**src/rtl/acp_reg_sequencer.sv**
```systemverilog
// ACP register-port bus initiator: queued write/read commands become single-cycle register accesses.
// Latency: command pushed at edge E0 into an idle block drives o_ce from E1 to E2; read data is strobed E2 to E3.
// Backpressure: o_cmd_ready follows the registered FIFO count and is low while full or in reset (no bypass path).
module acp_reg_sequencer #(
    parameter int FIFO_DEPTH = 4,
    parameter int WAIT_W     = 8
) (
    input  logic              i_clk_cpu,
    input  logic              i_reset,
    // command push side
    input  logic              i_cmd_valid,
    output logic              o_cmd_ready,
    input  logic              i_cmd_rnw,
    input  logic [4:0]        i_cmd_addr,
    input  logic [7:0]        i_cmd_data,
    input  logic [WAIT_W-1:0] i_cmd_wait,
    // register bus
    output logic              o_ce,
    output logic              o_rnw,
    output logic [4:0]        o_addr,
    output logic [7:0]        o_data,
    input  logic [7:0]        i_rdata,
    // read return
    output logic              o_rd_valid,
    output logic [7:0]        o_rd_data,
    // status
    output logic              o_busy,
    output logic              o_err,
    input  logic              i_clear_err
);

    localparam int PTR_W = $clog2(FIFO_DEPTH);
    localparam int CNT_W = PTR_W + 1;
    // FIFO entry layout: {rnw, addr[4:0], data[7:0], wait[WAIT_W-1:0]}
    localparam int ENT_W = 1 + 5 + 8 + WAIT_W;

    typedef enum logic [1:0] {
        S_IDLE   = 2'd0,
        S_ACCESS = 2'd1,
        S_WAIT   = 2'd2
    } state_t;

    // ------------------------------------------------------------------
    // Command FIFO
    // ------------------------------------------------------------------
    logic [ENT_W-1:0]  r_mem [FIFO_DEPTH];
    logic [PTR_W-1:0]  r_wr_ptr;
    logic [PTR_W-1:0]  r_rd_ptr;
    logic [CNT_W-1:0]  r_count;

    logic              w_full;
    logic              w_empty;
    logic              w_push;
    logic              w_pop;

    logic [ENT_W-1:0]  w_head;
    logic              w_head_rnw;
    logic [4:0]        w_head_addr;
    logic [7:0]        w_head_data;
    logic [WAIT_W-1:0] w_head_wait;
    logic              w_head_legal;

    // ------------------------------------------------------------------
    // Sequencer state
    // ------------------------------------------------------------------
    state_t            r_state;
    state_t            w_state_nxt;
    logic [WAIT_W-1:0] r_wait_cnt;

    logic              r_ce;
    logic              r_rnw;
    logic [4:0]        r_addr;
    logic [7:0]        r_data;
    logic              r_rd_valid;
    logic [7:0]        r_rd_data;
    logic              r_err;

    logic              w_issue;
    logic              w_illegal;
    logic              w_capture;

    // Offsets that accept writes; every offset is readable.
    function automatic logic f_wr_legal(input logic [4:0] a);
        logic ok;
        ok = 1'b0;
        case (a)
            5'h00, 5'h01, 5'h02, 5'h03,
            5'h04, 5'h05, 5'h06, 5'h07,
            5'h08, 5'h0A, 5'h0B, 5'h0C,
            5'h0E, 5'h0F, 5'h15, 5'h17: ok = 1'b1;
            default:                    ok = 1'b0;
        endcase
        return ok;
    endfunction

    assign w_full      = (r_count == CNT_W'(FIFO_DEPTH));
    assign w_empty     = (r_count == '0);
    // Ready depends only on the registered count, so a pop never frees a slot for the same edge.
    assign o_cmd_ready = !w_full && !i_reset;
    assign w_push      = i_cmd_valid && o_cmd_ready;

    assign w_head       = r_mem[r_rd_ptr];
    assign w_head_rnw   = w_head[ENT_W-1];
    assign w_head_addr  = w_head[ENT_W-2 -: 5];
    assign w_head_data  = w_head[WAIT_W+7 -: 8];
    assign w_head_wait  = w_head[WAIT_W-1:0];
    assign w_head_legal = w_head_rnw || f_wr_legal(w_head_addr);

    // FIFO storage write; contents need no reset since the count gates every read.
    always_ff @(posedge i_clk_cpu) begin
        if (w_push) begin
            r_mem[r_wr_ptr] <= {i_cmd_rnw, i_cmd_addr, i_cmd_data, i_cmd_wait};
        end
    end

    // FIFO pointers and occupancy; power-of-two depth lets the pointers wrap naturally.
    always_ff @(posedge i_clk_cpu or posedge i_reset) begin
        if (i_reset) begin
            r_wr_ptr <= '0;
            r_rd_ptr <= '0;
            r_count  <= '0;
        end else begin
            if (w_push) begin
                r_wr_ptr <= r_wr_ptr + PTR_W'(1);
            end
            if (w_pop) begin
                r_rd_ptr <= r_rd_ptr + PTR_W'(1);
            end
            case ({w_push, w_pop})
                2'b10:   r_count <= r_count + CNT_W'(1);
                2'b01:   r_count <= r_count - CNT_W'(1);
                default: r_count <= r_count;
            endcase
        end
    end

    // ------------------------------------------------------------------
    // FSM
    // ------------------------------------------------------------------

    // State register.
    always_ff @(posedge i_clk_cpu or posedge i_reset) begin
        if (i_reset) begin
            r_state <= S_IDLE;
        end else begin
            r_state <= w_state_nxt;
        end
    end

    // Next-state logic: an illegal write is dropped without leaving IDLE.
    always_comb begin
        w_state_nxt = r_state;
        case (r_state)
            S_IDLE: begin
                if (!w_empty && w_head_legal) begin
                    w_state_nxt = S_ACCESS;
                end
            end
            S_ACCESS: begin
                if (r_wait_cnt == '0) begin
                    w_state_nxt = S_IDLE;
                end else begin
                    w_state_nxt = S_WAIT;
                end
            end
            S_WAIT: begin
                if (r_wait_cnt == WAIT_W'(1)) begin
                    w_state_nxt = S_IDLE;
                end
            end
            default: w_state_nxt = S_IDLE;
        endcase
    end

    // FSM decode: when to pop, issue a bus cycle, flag an error or capture read data.
    always_comb begin
        w_pop     = 1'b0;
        w_issue   = 1'b0;
        w_illegal = 1'b0;
        w_capture = 1'b0;
        case (r_state)
            S_IDLE: begin
                w_pop     = !w_empty;
                w_issue   = !w_empty && w_head_legal;
                w_illegal = !w_empty && !w_head_legal;
            end
            S_ACCESS: begin
                w_capture = r_rnw;
            end
            default: begin
                w_pop = 1'b0;
            end
        endcase
    end

    // ------------------------------------------------------------------
    // Datapath
    // ------------------------------------------------------------------

    // Bus drivers: address/direction/data hold their last value between accesses.
    always_ff @(posedge i_clk_cpu or posedge i_reset) begin
        if (i_reset) begin
            r_ce   <= 1'b0;
            r_rnw  <= 1'b0;
            r_addr <= '0;
            r_data <= '0;
        end else begin
            r_ce <= w_issue;
            if (w_issue) begin
                r_rnw  <= w_head_rnw;
                r_addr <= w_head_addr;
                r_data <= w_head_data;
            end
        end
    end

    // Post-access idle counter: loaded on issue, counts down through WAIT.
    always_ff @(posedge i_clk_cpu or posedge i_reset) begin
        if (i_reset) begin
            r_wait_cnt <= '0;
        end else if (w_issue) begin
            r_wait_cnt <= w_head_wait;
        end else if (r_state == S_WAIT) begin
            r_wait_cnt <= r_wait_cnt - WAIT_W'(1);
        end
    end

    // Read return: sample the combinational register data at the end of the ACCESS cycle.
    always_ff @(posedge i_clk_cpu or posedge i_reset) begin
        if (i_reset) begin
            r_rd_valid <= 1'b0;
            r_rd_data  <= '0;
        end else begin
            r_rd_valid <= w_capture;
            if (w_capture) begin
                r_rd_data <= i_rdata;
            end
        end
    end

    // Sticky error flag; a new illegal pop outranks a simultaneous clear.
    always_ff @(posedge i_clk_cpu or posedge i_reset) begin
        if (i_reset) begin
            r_err <= 1'b0;
        end else if (w_illegal) begin
            r_err <= 1'b1;
        end else if (i_clear_err) begin
            r_err <= 1'b0;
        end
    end

    assign o_ce       = r_ce;
    assign o_rnw      = r_rnw;
    assign o_addr     = r_addr;
    assign o_data     = r_data;
    assign o_rd_valid = r_rd_valid;
    assign o_rd_data  = r_rd_data;
    assign o_err      = r_err;
    assign o_busy     = !w_empty || (r_state != S_IDLE);

endmodule
```
**config.mk**
```make
export PLATFORM = sky130hd
export DESIGN_NAME = acp_reg_sequencer
export DESIGN_NICKNAME = d
export VERILOG_FILES = /design/src/rtl/acp_reg_sequencer.sv
export SDC_FILE = /design/constraint.sdc
export NUM_CORES = 1
export LEC_CHECK = 0
export BUFFER_PORTS_ARGS = -buffer_cell sky130_fd_sc_hd__buf_4
export CAP_MARGIN = 40
export CORE_MARGIN = 10
export CORE_UTILIZATION = 50
export DETAILED_ROUTE_END_ITERATION = 8
export PLACE_DENSITY = 0.7
export SYNTH_ARGS = -nofsm -noshare
export SYNTH_HDL_FRONTEND = slang
export SYNTH_SLANG_ARGS = --single-unit
```
**constraint.sdc**
```tcl
create_clock -name i_clk_cpu -period 3.4 [get_ports i_clk_cpu]
set_input_delay 0.17 -clock i_clk_cpu [delete_from_list [all_inputs] [get_ports i_clk_cpu]]
set_output_delay 0.17 -clock i_clk_cpu [all_outputs]
set_load 0.1 [all_outputs]
```
==> metrics.json <==
{
  "layout": {
    "final_util_pct": 68.6,
    "commonest_non_fill_non_tap_cell_in_the_layout": "edfxtp_1",
    "layout-drive-gt1-share_pct": 34.6,
    "commonest_cells_after_routing_fill_and_taps_aside": "88 x edfxtp_1, 69 x buf_4, 42 x dfrtp_1",
    "num_antenna_cells": 0,
    "final_nets": 438,
    "area_growth_syn_to_layout_pct": 31.9
  },
  "route": {
    "route.detailed.wl_per_inst_um": 18.5,
    "remaining_drc_errors": 0,
    "num_vias": 2773,
    "vias_per_cell": 5.13,
    "detailedRoute.firstIterationViolations": 160,
    "drt_wl_total_um": 10000,
    "drtAntennaViolNets": 0,
    "firstDrtPassIters": 4
  },
  "yosys": {
    "yosys_warnings": 0,
    "postSynthAreaPerCell_um2": 18.1,
    "synth_seq_cells": 130,
    "synth_top_flop_cell": "edfxtp_1",
    "synth_sequential_area_ratio_pct": 71.7,
    "netlist_top_cells_area": "edfxtp_1 51%, dfrtp_1 20%, mux4_2 8.7%",
    "synth_cell_type_count": 41,
    "syn_area_um2": 5150,
    "ys_async_sr_fraction_pct": 32.3,
    "synth_top_area_cell": "edfxtp_1",
    "synth_largest_type_area_fraction_pct": 51.3,
    "synth-edff-count": 88,
    "synthCells": 284,
    "postSynthNetCount": 327
  },
  "worst_hold_path": {
    "min-delay-start": "i_cmd_valid",
    "hold_path_end": "r_wr_ptr[0]$_DFFE_PP0P_",
    "hold_path_class": "input pin to register",
    "worstHoldPathCells": 3
  },
  "global_routing": {
    "grt_pass1_wl_um": 16200,
    "grt_use_total_pct": 14.4,
    "maximum_number_of_pins_on_one_net_before_global_route_repair": 28,
    "initial_antenna_violation_count": 0,
    "global_route.overflow_total": 0,
    "number_of_global_route_vias_before_repair": 3028
  },
  "clock_network": {
    "post_cts_resize_count": 0,
    "numClockSinks": 130,
    "clk_path_buf_depth": 2,
    "clock_latency_ns": 0.52,
    "cts_root_buf": "clkbuf_8",
    "tritoncts.num_buffers": 17,
    "path_clk_slew_ns": 0.06,
    "buffer_count_from_post_cts_setup_fixing": 0,
    "tritoncts_clock_tree": "done",
    "cts.htree.levels": 4
  },
  "placed_design": {
    "routabilityCongestion": 0.722,
    "place_ws_ns": 0.510,
    "hpwl_um": 6300,
    "port_buffers": 60
  },
  "status": {
    "outcome": "finished clean"
  },
  "timing": {
    "max_slew.worst_pin.slew_ns": 0.653,
    "slew_viol_final": 0,
    "finClkSkew_ns": 0.00811,
    "timing.setup.tns_ns": 0,
    "setup_viol": 0,
    "rsz0062_at_grt": "no",
    "timing.slew.headroom_pct": 56.2,
    "maxClockFrequency_ghz": 0.344,
    "period_minus_slack_ns": 2.90,
    "worst_slack_setup_final_ns": 0.496,
    "final.period_utilization_pct": 85.4,
    "timing.final.hold_violations": 0
  },
  "floorplanning": {
    "die_footprint_um2": 14800,
    "die_width_um": 122,
    "die_y_um": 122,
    "core_area_um2": 9910,
    "ios": 61,
    "placementRows": 36,
    "initial_utilization_pct": 52.0
  },
  "worst_setup_path": {
    "cp-start-kind": "register",
    "timing.critical_path.to_type": "register",
    "worst_r2r_startpoint": "r_rd_ptr[0]$_DFFE_PP0P_",
    "cp.required_ns": 3.80,
    "path_max_fanout": 14,
    "worstRegToRegCells": 7,
    "worst-r2r-setup-slack_ns": 0.50,
    "r2r_path_end": "o_data[4]$_DFFE_PP0P_",
    "critical_path_arrival_ns": 3.30,
    "path_class": "register to register"
  },
  "power_and_ir_drop": {
    "cellLeakagePower_uw": 0.00271,
    "power_density_nw_per_um2": 1090,
    "fin_total_pwr_uw": 7430,
    "irDropWorstVdd_uv": 794
  },
  "flow_run": {
    "cap_viol_max_count": 0
  }
}
power breakdown:
part	switching, µW	total (µW)	internal, µW
clock	652	2130	1480
sequential	228	2310	2080
combinational	1950	2990	1040
state kept, by name, indices dropped and copies added, names as in the netlist, 2 cells and up:
signal,count
r_wait_cnt,8
r_count,3
o_addr,5
r_state,2
o_rd_data,8
r_rd_ptr,2
r_mem,88
o_data,8
r_wr_ptr,2
cell families (layout without fill, tap and decap cells):
kind of cell,after synthesis,count (layout),synth area share [%]
AND/OR/NAND/NOR,55,55,5.03
XOR/XNOR,12,12,2.04
flip-flops,130,130,71.7
buffers and inverters,24,148,2.50
AO/OA/AOI/OAI,12,12,1.65
multiplexers,42,42,14.8
adder cells (fa/ha/maj),9,9,2.33
per-stage QoR:
| stage | hold WS, ns | std cells | cell area, µm² |
|---|---|---|---|
| 3_3_place_gp | 0.219 | 477 | 5780 |
| 3_5_place_dp | 0.233 | 477 | 5780 |
| 2_1_floorplan | 0.269 | 284 | 5160 |
| 4_1_cts | 0.0192 | 541 | 6800 |
| 6_report | 0.0477 | 541 | 6800 |
| 5_1_grt | 0.0566 | 541 | 6800 |
cell usage after synthesis (3+ instances only):
library cell  count
edfxtp_1         88
dfrtp_1          42
nand2_1          30
mux4_2           20
inv_1            13
mux2_2           10
mux2_4            9
ha_1              8
xnor2_1           6
xor2_1            6
nor2_1            5
and3_1            4
clkbuf_1          3
nor3_1            3
nor4_1            3
layout make-up:
cell class | count | area (µm²)
clock inverter | 15 | 287
tap | 133 | 166
inverter | 15 | 61.3
clock buffer | 17 | 414
fill | 641 | 3110
multi-input combinational | 130 | 1340
sequential | 130 | 3690
timing repair buffer | 101 | 838
critical path, stage by stage, from the launching register on:
cell and delay (ns):
dfrtp_1 0.39, buf_4 0.28, mux4_1 0.63, a21boi_1 0.24
and2_1 0.19, or3_1 0.40, clkinv_4 0.28, mux2_4 0.35
routing by layer:
metal | track usage, % | vias to the layer above | wire (µm)
met5 | 0 | - | 0
met4 | 6.04 | 0 | 133
met3 | 4.89 | 10 | 575
met2 | 23.1 | 72 | 4910
met1 | 17.4 | 1396 | 4410
li1 | - | 1295 | -
how the worst max path moves through the flow:
stage / from / endpoint / slack (ns) / depth (start not counted)
floorplan: r_count[1]$_DFFE_PP0P_ / r_count[2]$_DFFE_PP0P_ / 0.68 / 10
global placement: r_rd_ptr[0]$_DFFE_PP0P_ / o_data[0]$_DFFE_PP0P_ / 0.59 / 7
detailed placement: r_rd_ptr[0]$_DFFE_PP0P_ / o_data[5]$_DFFE_PP0P_ / 0.51 / 7
CTS: r_rd_ptr[0]$_DFFE_PP0P_ / o_data[0]$_DFFE_PP0P_ / 0.48 / 7
global route: r_rd_ptr[0]$_DFFE_PP0P_ / o_addr[1]$_DFFE_PP0P_ / 0.28 / 7
finish: r_rd_ptr[0]$_DFFE_PP0P_ / o_data[4]$_DFFE_PP0P_ / 0.50 / 7
what timing repair did:
action                     4_1_cts  5_1_grt
hold endpoints to repair       112        0
setup endpoints to repair        0        0
hold buffers                    32        0
Note: power is estimated with default switching activity, not from simulation.
